===== config.mk =====
export PLATFORM = sky130hd
export DESIGN_NAME = decoder_rr_arbiter
export DESIGN_NICKNAME = d
export VERILOG_FILES = /design/src/rtl/decoder_rr_arbiter.sv
export SDC_FILE = /design/constraint.sdc
export NUM_CORES = 1
export LEC_CHECK = 0
export BUFFER_PORTS_ARGS = -buffer_cell sky130_fd_sc_hd__buf_2
export CORE_MARGIN = 2
export CORE_UTILIZATION = 53
export CTS_BUF_LIST = sky130_fd_sc_hd__clkbuf_4 sky130_fd_sc_hd__clkbuf_8 sky130_fd_sc_hd__clkbuf_16
export DETAILED_ROUTE_END_ITERATION = 8
export PLACE_DENSITY_LB_ADDON = 0.1
export SLEW_MARGIN = 20
export SYNTH_ARGS = -nofsm -noshare
export SYNTH_HDL_FRONTEND = slang
export SYNTH_SLANG_ARGS = --single-unit
export TNS_END_PERCENT = 30

===== constraint.sdc =====
create_clock -name clk -period 2.28 [get_ports clk]
set_input_delay 0.342 -clock clk [delete_from_list [all_inputs] [get_ports clk]]
set_output_delay 0.342 -clock clk [all_outputs]
set_load 0.01 [all_outputs]

===== src/rtl/decoder_rr_arbiter.sv =====
// Round-robin arbiter for a shared decoder path.
// The grant is one-hot and registered, with a binary owner index and hold-limit preemption.
module decoder_rr_arbiter #(
  parameter int N        = 4,
  parameter int IDX_W    = $clog2(N),
  parameter int MAX_HOLD = 8
) (
  input  logic             clk,
  input  logic             rst,
  input  logic [N-1:0]     req,
  output logic [N-1:0]     grant,
  output logic [IDX_W-1:0] grant_idx,
  output logic             grant_valid,
  output logic             preempt
);

  localparam int HW = (MAX_HOLD > 0) ? $clog2(MAX_HOLD + 1) : 1;
  localparam logic [HW-1:0] HOLD_LIM =
    HW'((MAX_HOLD > 0) ? MAX_HOLD - 1 : 0);
  localparam logic [HW-1:0] HOLD_MAX = HW'(MAX_HOLD);
  localparam logic [IDX_W:0] NN = (IDX_W + 1)'(N);
  localparam logic [IDX_W-1:0] LAST = IDX_W'(N - 1);

  typedef enum logic {IDLE, BUSY} state_t;

  state_t           state_q, state_d;
  logic [N-1:0]     grant_q, grant_d;
  logic [IDX_W-1:0] idx_q, idx_d;
  logic [IDX_W-1:0] ptr_q, ptr_d;
  logic [HW-1:0]    hold_q, hold_d;
  logic             pre_q, pre_d;

  logic [IDX_W-1:0] pick_idx;
  logic             pick_ok;
  logic [IDX_W:0]   sum;
  logic [IDX_W-1:0] nxt_ptr;
  logic             others;
  logic             at_lim;

  // Scan from farthest to nearest so the entry closest to ptr wins
  always_comb begin
    pick_idx = '0;
    pick_ok  = 1'b0;
    sum      = '0;
    for (int k = N - 1; k >= 0; k--) begin
      sum = {1'b0, ptr_q} + (IDX_W + 1)'(k);
      if (sum >= NN) sum = sum - NN;
      if (req[sum[IDX_W-1:0]]) begin
        pick_ok  = 1'b1;
        pick_idx = sum[IDX_W-1:0];
      end
    end
  end

  assign nxt_ptr = (idx_q == LAST) ? '0 : idx_q + 1'b1;
  assign others  = |(req & ~grant_q);
  // >= keeps a long lone holder preemptible once a rival shows up
  assign at_lim  = (MAX_HOLD > 0) && (hold_q >= HOLD_LIM);

  always_ff @(posedge clk) begin
    if (rst) begin
      state_q <= IDLE;
      grant_q <= '0;
      idx_q   <= '0;
      ptr_q   <= '0;
      hold_q  <= '0;
      pre_q   <= 1'b0;
    end else begin
      state_q <= state_d;
      grant_q <= grant_d;
      idx_q   <= idx_d;
      ptr_q   <= ptr_d;
      hold_q  <= hold_d;
      pre_q   <= pre_d;
    end
  end

  always_comb begin
    state_d = state_q;
    grant_d = grant_q;
    idx_d   = idx_q;
    ptr_d   = ptr_q;
    hold_d  = hold_q;
    pre_d   = 1'b0;
    unique case (state_q)
      IDLE: begin
        grant_d = '0;
        if (pick_ok) begin
          state_d = BUSY;
          grant_d = {{(N-1){1'b0}}, 1'b1} << pick_idx;
          idx_d   = pick_idx;
          hold_d  = '0;
        end
      end
      BUSY: begin
        if (!req[idx_q]) begin
          state_d = IDLE;
          grant_d = '0;
          ptr_d   = nxt_ptr;
        end else if (at_lim && others) begin
          state_d = IDLE;
          grant_d = '0;
          ptr_d   = nxt_ptr;
          pre_d   = 1'b1;
        end else if (hold_q != HOLD_MAX) begin
          hold_d = hold_q + 1'b1;
        end
      end
      default: state_d = IDLE;
    endcase
  end

  always_comb begin
    grant       = grant_q;
    grant_idx   = idx_q;
    grant_valid = |grant_q;
    preempt     = pre_q;
  end

endmodule


**After elaboration in Yosys (flattened, before gate mapping)**

Index checks and enable logic that the tools add are counted.

- Output and inout port bits: 8
- Register bits after elaboration: 14
- Input bits: 6
- Logic and storage cells: 84

- Mux-type cells: 39
- Equality and inequality tests: 8
- Shift operators: 1
- Reductions and logical operators: 7
- Magnitude comparators: 10
- Bitwise operators: 4
- Add/sub/neg operators: 9

Operator list:

| kind | count |
|---|---|
| 2-to-1 mux 4 bit | 7 |
| 2-to-1 mux 2 bit | 11 |
| case mux 4 bit (2 select lines) | 2 |
| < comparator 2 x 3 -> 1 bit, second input constant | 5 |
| 2-to-1 mux 1 bit | 13 |
| binary-select mux 1 bit (select 2 bit) | 5 |
| >= comparator 3 bit, second input constant | 3 |
| OR reduction 4 bit | 2 |
| subtractor 2 x 1 -> 2 bit, second input constant | 4 |
| adder 2 x 2 -> 3 bit, second input constant | 2 |
| inequality test 2 x 1 -> 1 bit, second input constant | 3 |
| adder 4 x 1 -> 4 bit, second input constant | 1 |
| bitwise AND 4 bit | 1 |
| >= comparator 4 x 3 -> 1 bit, second input constant | 1 |
| inequality test 2 bit, second input constant | 2 |
| inequality test 4 bit, second input constant | 1 |
| inverter 4 bit | 1 |
| AND reduction 2 bit | 2 |
| AND reduction 4 bit | 1 |
| << shifter 1 x 2 -> 4 bit, first input constant | 1 |
| adder 2 x 1 -> 3 bit, second input constant | 1 |
| >= comparator 2 x 3 -> 1 bit, second input constant | 1 |
| inequality test 3 x 2 -> 1 bit, second input constant | 1 |
| OR reduction 3 bit | 1 |
| 5 further kinds | 6 |

**Logic depth before layout (Yosys ltp)**

Gate-level depths: netlist of the first run.

- Depth after elaboration: 12
- Gate-level depth with buffers: 7
- Depth with buffers taken out: 7

**Least setup slack after synthesis of the first run**

OpenSTA, ideal clock, no wires.

- Kind: reg2reg
- From: reg hold_q[0]
- To: reg hold_q[2]
- Path buffers: 0
- Arrival time: 1.609 ns
- Stages on the path, launching flop included: 7
- Library setup time: 0.121 ns
- Slack: 0.550 ns
- Data required time: 2.159 ns
- Path through: dfxtp_1 ha_1 a21oi_1 a41oi_4 a221oi_4 nand2_2 mux2_4

- Cells in the longest elaborated chain, start to end: 5

Ends and longest elaborated chain:

| element | line | text |
|---|---|---|
| start, declared | 30 | `logic [HW-1:0] hold_q, hold_d;` |
| start signal, assigned | 73 | `hold_q <= hold_d;` |
| adder 4 x 1 -> 4 bit | 106 | `hold_d = hold_q + 1'b1;` |
| 2-to-1 mux 4 bit | 105 | `end else if (hold_q != HOLD_MAX) begin` |
| 2-to-1 mux 4 bit | 100 | `end else if (at_lim && others) begin` |
| 2-to-1 mux 4 bit | 96 | `if (!req[idx_q]) begin` |
| case mux 4 bit (2 select lines) | 85 | `unique case (state_q)` |

Several ways; a longest one is shown, not always the timed one. The select of a mux whose other input is x is not followed.
A chain may end at the register's enable or synchronous reset.

**Worst setup path in the final report of the first run**

- From: reg hold_q[1]
- To: reg hold_q[2]

Same word-level chain as after synthesis.

==> out/metrics.yaml, run 1 <==
stdcell_count: 121
drtIter0Drc: 32
path_max_fanout: 7
regArea_um2: 280.3
grt_pass1_vias: 646
ys_ff_latch: 14
rows: 14
synth_top_area_share_pct: 34.04
max_freq_ghz: 0.5393
busiest_layer: "met2"
wl_per_cell_um: 13.81
slew_headroom_pct: 53.79
viasPerCell: 6.132
multiInputGateArea_um2: 500.5
die_h_um: 43.41
finalCritPeriodShare_pct: 81.33
area_growth_pct: 10.64
ant_nets: 0
hpwlAfterDp_um: 1227
fp.dieArea_mm2: 0.001884
core_mm2: 0.001489
antenna_found_initial: 0
clock-sinks: 14
grt_overflow_total: 0
clock_skew_ns: 0.003334
min_path_type: "input pin to flop"
min_period_ns: 1.854
grt_use_met2_pct: 30.75
cts_tree: "done"
cts_inserted_buffers: 3
ctsLongestPathBuffers: 2
grt_pass1_wl_um: 2794
drv_slew: 0
firstDrtPassIters: 4
fin_area_um2: 910.9
outcome: "finished, final reports clean"
synth_cell_type_count: 37
cp_data_required_time_ns: 2.45
post_cts_buffers: 0
cts_resized: 0
yosysMostFrequentCell: "dfxtp_1"
clock-root-buffer: "clkbuf_4"
rsz0062_at_grt: "false"
place_congestion: 0.8262
placed_cell_area_um2: 888.4
drive_above_1_share_pct: 20.95
synth_edf_count: 0
pin_count: 14
antenna_cells: 0
setup_viol: 0
syn_area_um2: 823.3
power_density_mw_per_mm2: 581.5
worstSetupStartpointType: "flop"
grt_util_all_layers_pct: 19.41
worst_slack_ns: 0.4256
p_leak_uw: 0.0003787
clk_pin_slew_ns: 0.08
yosys_warnings: 0
worstMarginPinSlew_ns: 0.6886
peakVddDrop_mv: 0.3285
die_w_um: 43.41
vias: 742
synthCells: 92
async_reset_ff_share_pct: 0
critPathCaptureType: "flop"
start_util_pct: 55.29
dpl_worst_slack_ns: 0.4463
finalSetupTns_ns: 0
finalWirelength_um: 1671
hold_viol_final: 0
use_met3_pct: 2.500
avgSynthCellArea_um2: 8.949
finish.net_count: 116
ys_top_cells_by_area: "dfxtp_1, a21oi_1, nand2b_1"
crit_arrival_ns: 2.03
io_buffers: 13
cap_violations: 0
synth-main-ff-cell: "dfxtp_1"
yosysSeqAreaShare_pct: 34.04
clk_latency_ns: 0.28
drc: 0
grtUsageMet1_pct: 27.08
n_fill_cell: 136
yosysTopAreaCell: "dfxtp_1"
htree_levels: 1
synth_nets: 101
critPathKind: "flop to flop"
cts-hold-fix-buffers: 0
ys_top_cells_by_count: "dfxtp_1, a21oi_1, nand2_1, nand2b_1, inv_1"
dp_cells: 118
grt_start_max_net_pins: 14
==> kinds of logic (layout without fill, tap and decap cells) <==
kind of cell,count (synthesis),in the layout,synth area share [%]
simple gates,34,34,21.89
flops,14,14,34.04
buf+inv,9,22,5.166
mux,5,5,6.838
compound gates,27,27,27.51
fa+ha+maj,3,3,4.560
==> worst max-delay path, stage by stage, from the launching register on <==
cell and delay (ns):
dfxtp_1 0.34, ha_1 0.21, a21oi_1 0.30, a41oi_4 0.08, a221oi_4 0.42, nand2_2 0.10, mux2_4 0.30
==> cells in the final DEF, fill, tap and decap left out, types with 2 or more instances in the layout <==
cell / Yosys / final
clkbuf_4: 0 / 3
inv_1: 6 / 6
nand2_1: 7 / 7
nand2b_1: 7 / 7
o2bb2ai_1: 3 / 3
nand3_1: 2 / 2
buf_2: 1 / 13
nor2_1: 5 / 5
mux2i_1: 3 / 3
a21oi_1: 11 / 11
ha_1: 3 / 3
a32o_1: 2 / 2
o21ai_0: 2 / 2
dfxtp_1: 14 / 14
nor3_1: 3 / 3
==> state kept, by name, indices dropped and copies added, names as in the netlist <==
name,cells
grant,4
grant_idx,2
hold_q,4
preempt,1
ptr_q,2
state_q,1
==> report_power, final <==
part	switching, uW	internal (uW)	total [uW]	leakage, uW
Combinational	68.7	47.1	116	0.000251
Clock	76.1	61.2	137	0.0000138
Sequential	18.3	258	277	0.000114
==> per-layer routing <==
metal	wire length (um)	vias to the layer above
met1	788	347
met4	24	0
met5	0	-
met3	90	4
li1	-	370
met2	767	21
==> per-stage QoR <==
step / hold slack, ns / utilization [%] / total power (uW)
2_1_floorplan: 0.4452 / - / 366.1
3_3_place_gp: 0.4653 / 59.66 / 395.0
3_5_place_dp: 0.4724 / 59.66 / 396.6
4_1_cts: 0.4052 / 61.18 / 530.3
5_1_grt: 0.4303 / 61.18 / 555.2
6_report: 0.3957 / 61.18 / 529.7
==> area by class of cell <==
type	instances	area share, %
multi-input combinational	69	54.95
sequential	14	30.77
timing repair buffer	13	7.143
clock buffer	3	2.473
inverter	6	2.473
tap	16	2.198
==> final timing paths <==
| kind | startpoint | endpoint | slack (ns) | depth (start not counted) |
|---|---|---|---|---|
| max | hold_q[1] | hold_q[2] | 0.43 | 6 |
| min | rst | ptr_q[1] | 0.40 | 2 |
| max reg2reg | hold_q[1] | hold_q[2] | 0.43 | 6 |
| min reg2reg | ptr_q[0] | ptr_q[0] | 0.48 | 2 |
(Power assumes the default switching activity.)
==> run 2, diff against run 1 <==
- CORE_UTILIZATION: 53 -> 48
- clock period: 2.28 -> 1.7 ns (I/O delays scaled with it)
==> run 2 against run 1 <==
Compared with the run above:
- sequential share of layout area decreased by 2.3 points
- clock skew increased by 0.0020 ns
- largest cell class unchanged
- highest routed layer unchanged
- power increased by 41%
- utilization increased by 2.2 points
- first-iteration DRC count decreased by 81%
==> out/metrics.yaml, run 2 (synthesis gave the netlist of run 1 again) <==
cp_data_required_time_ns: 1.88  # -0.57 ns
antenna_found_initial: 0  # unchanged
viasPerCell: 6.000  # -2.2%
ant_nets: 0  # unchanged
rows: 14  # unchanged
setup_viol: 0  # unchanged
worstMarginPinSlew_ns: 0.3345  # -0.3541 ns
drive_above_1_share_pct: 30.36  # +9.4 points
firstDrtPassIters: 4  # unchanged
hold_viol_final: 0  # unchanged
ctsLongestPathBuffers: 2  # unchanged
crit_arrival_ns: 1.78  # -0.25 ns
wl_per_cell_um: 14.41  # +4.4%
post_cts_buffers: 0  # unchanged
critPathCaptureType: "flop"
io_buffers: 13  # unchanged
die_h_um: 45.42  # +4.6%
grt_overflow_total: 0  # unchanged
cts_inserted_buffers: 3  # unchanged
area_growth_pct: 20.06
grt_pass1_vias: 721  # +12%
die_w_um: 45.42  # +4.6%
reg2reg_depth: 6  # unchanged
dpl_worst_slack_ns: 0.01351  # -0.4328 ns
finish.net_count: 123  # +6.0%
finalWirelength_um: 1845  # +10%
multiInputGateArea_um2: 524.3  # +4.8%
holdPathStages: 2  # unchanged
drc: 0  # unchanged
pin_count: 14  # unchanged
fp.dieArea_mm2: 0.002063  # +9.5%
outcome: "finished, final reports clean"
worstSetupStartpointType: "flop"
drtIter0Drc: 6  # -81%
finalCritPeriodShare_pct: 94.38  # +13 points
clock-sinks: 14  # unchanged
slew_headroom_pct: 77.62  # +24 points
cap_violations: 0  # unchanged
hpwlAfterDp_um: 1319  # +7.5%
clock-root-buffer: "clkbuf_4"
clock_skew_ns: 0.005299  # +0.001965 ns
power_density_mw_per_mm2: 758.0  # +30%
min_path_type: "input pin to flop"
whs_ns: 0.2906  # -0.1051 ns
p_leak_uw: 0.0004164  # +10%
clk_latency_ns: 0.29  # about the same
clk_pin_slew_ns: 0.08  # about the same
cts-hold-fix-buffers: 0  # unchanged
grt_start_max_net_pins: 14  # unchanged
grt_pass1_wl_um: 3132  # +12%
antenna_cells: 0  # unchanged
mostFrequentLayoutCells: "dfxtp_1, buf_2, a21oi_1"
htree_levels: 1  # unchanged
start_util_pct: 52.81  # -2.5 points
cts_tree: "done"
vias: 768  # +3.5%
totalPowerFinal_uw: 749.2  # +41%
critPathKind: "flop to flop"
core_mm2: 0.001559  # +4.7%
peakVddDrop_mv: 0.4584  # +40%
drv_slew: 0  # unchanged
path_max_fanout: 4  # -3
regArea_um2: 281.5  # +0.45%
place_congestion: 0.7864  # -4.8%
worst_slack_ns: 0.09548  # -0.3302 ns
max_freq_ghz: 0.6232  # +16%
n_fill_cell: 139  # +2.2%
min_period_ns: 1.605  # -0.2498 ns
grt_util_all_layers_pct: 21.36  # +1.9 points
[run 2: cell count changes in the layout (fill, tap and decap cells not counted), sizes merged]
cell  previous run  this run
buf             13        20
[run 2: path summary, 6_finish.rpt]
path / start / end / slack, ns
max: hold_q[1] / hold_q[2] / 0.1
max reg2reg: hold_q[1] / hold_q[2] / 0.1
min reg2reg: ptr_q[0] / ptr_q[0] / 0.47
min: rst / ptr_q[1] / 0.29
[run 2: per-layer routing]
| layer | wire length [um] | up-vias | GRT usage, % | share of wire [%] |
|---|---|---|---|---|
| li1 | - | 383 | - | - |
| met1 | 770 | 352 | 24.63 | 42 |
| met2 | 906 | 22 | 33.24 | 49 |
| met3 | 91 | 11 | 8.730 | 4.9 |
| met4 | 77 | 0 | 11.76 | 4.2 |
| met5 | 0 | - | 0 | 0 |
[run 2: what timing repair did]
item	CTS	global route
endpoints found under the setup margin	0	10
resized for setup	0	6
endpoints found under the hold margin	0	0
[run 2: report_power, final]
part | internal, uW | switching [uW] | total (uW) | leakage (uW)
Combinational | 87.2 | 105 | 193 | 0.000288
Clock | 82.5 | 106 | 189 | 0.0000138
Sequential | 347 | 21.2 | 368 | 0.000115
[run 2: stage by stage]
step                      std cells  setup TNS (ns)  util [%]  cell area, um2
after global routing            128        -0.03751     63.40           988.4
after floorplan                  92               0         -           827.0
after CTS                       128               0     62.04           967.2
final                           128               0     63.40           988.4
after detailed placement        125               0     60.59           944.7
after global placement          125               0     60.59           944.7
[run 2: layout make-up]
type	instances	share of cell area, %
inverter	6	2.278
multi-input combinational	69	53.04
timing repair buffer	20	11.90
tap	16	2.025
clock buffer	3	2.278
sequential	14	28.48
[run 2: critical path, stage by stage (launching register included)]
cell,delay (ns)
dfxtp_1,0.34
ha_2,0.20
a21oi_4,0.16
a41oi_4,0.06
a221oi_4,0.35
nand2_2,0.09
mux2_4,0.29
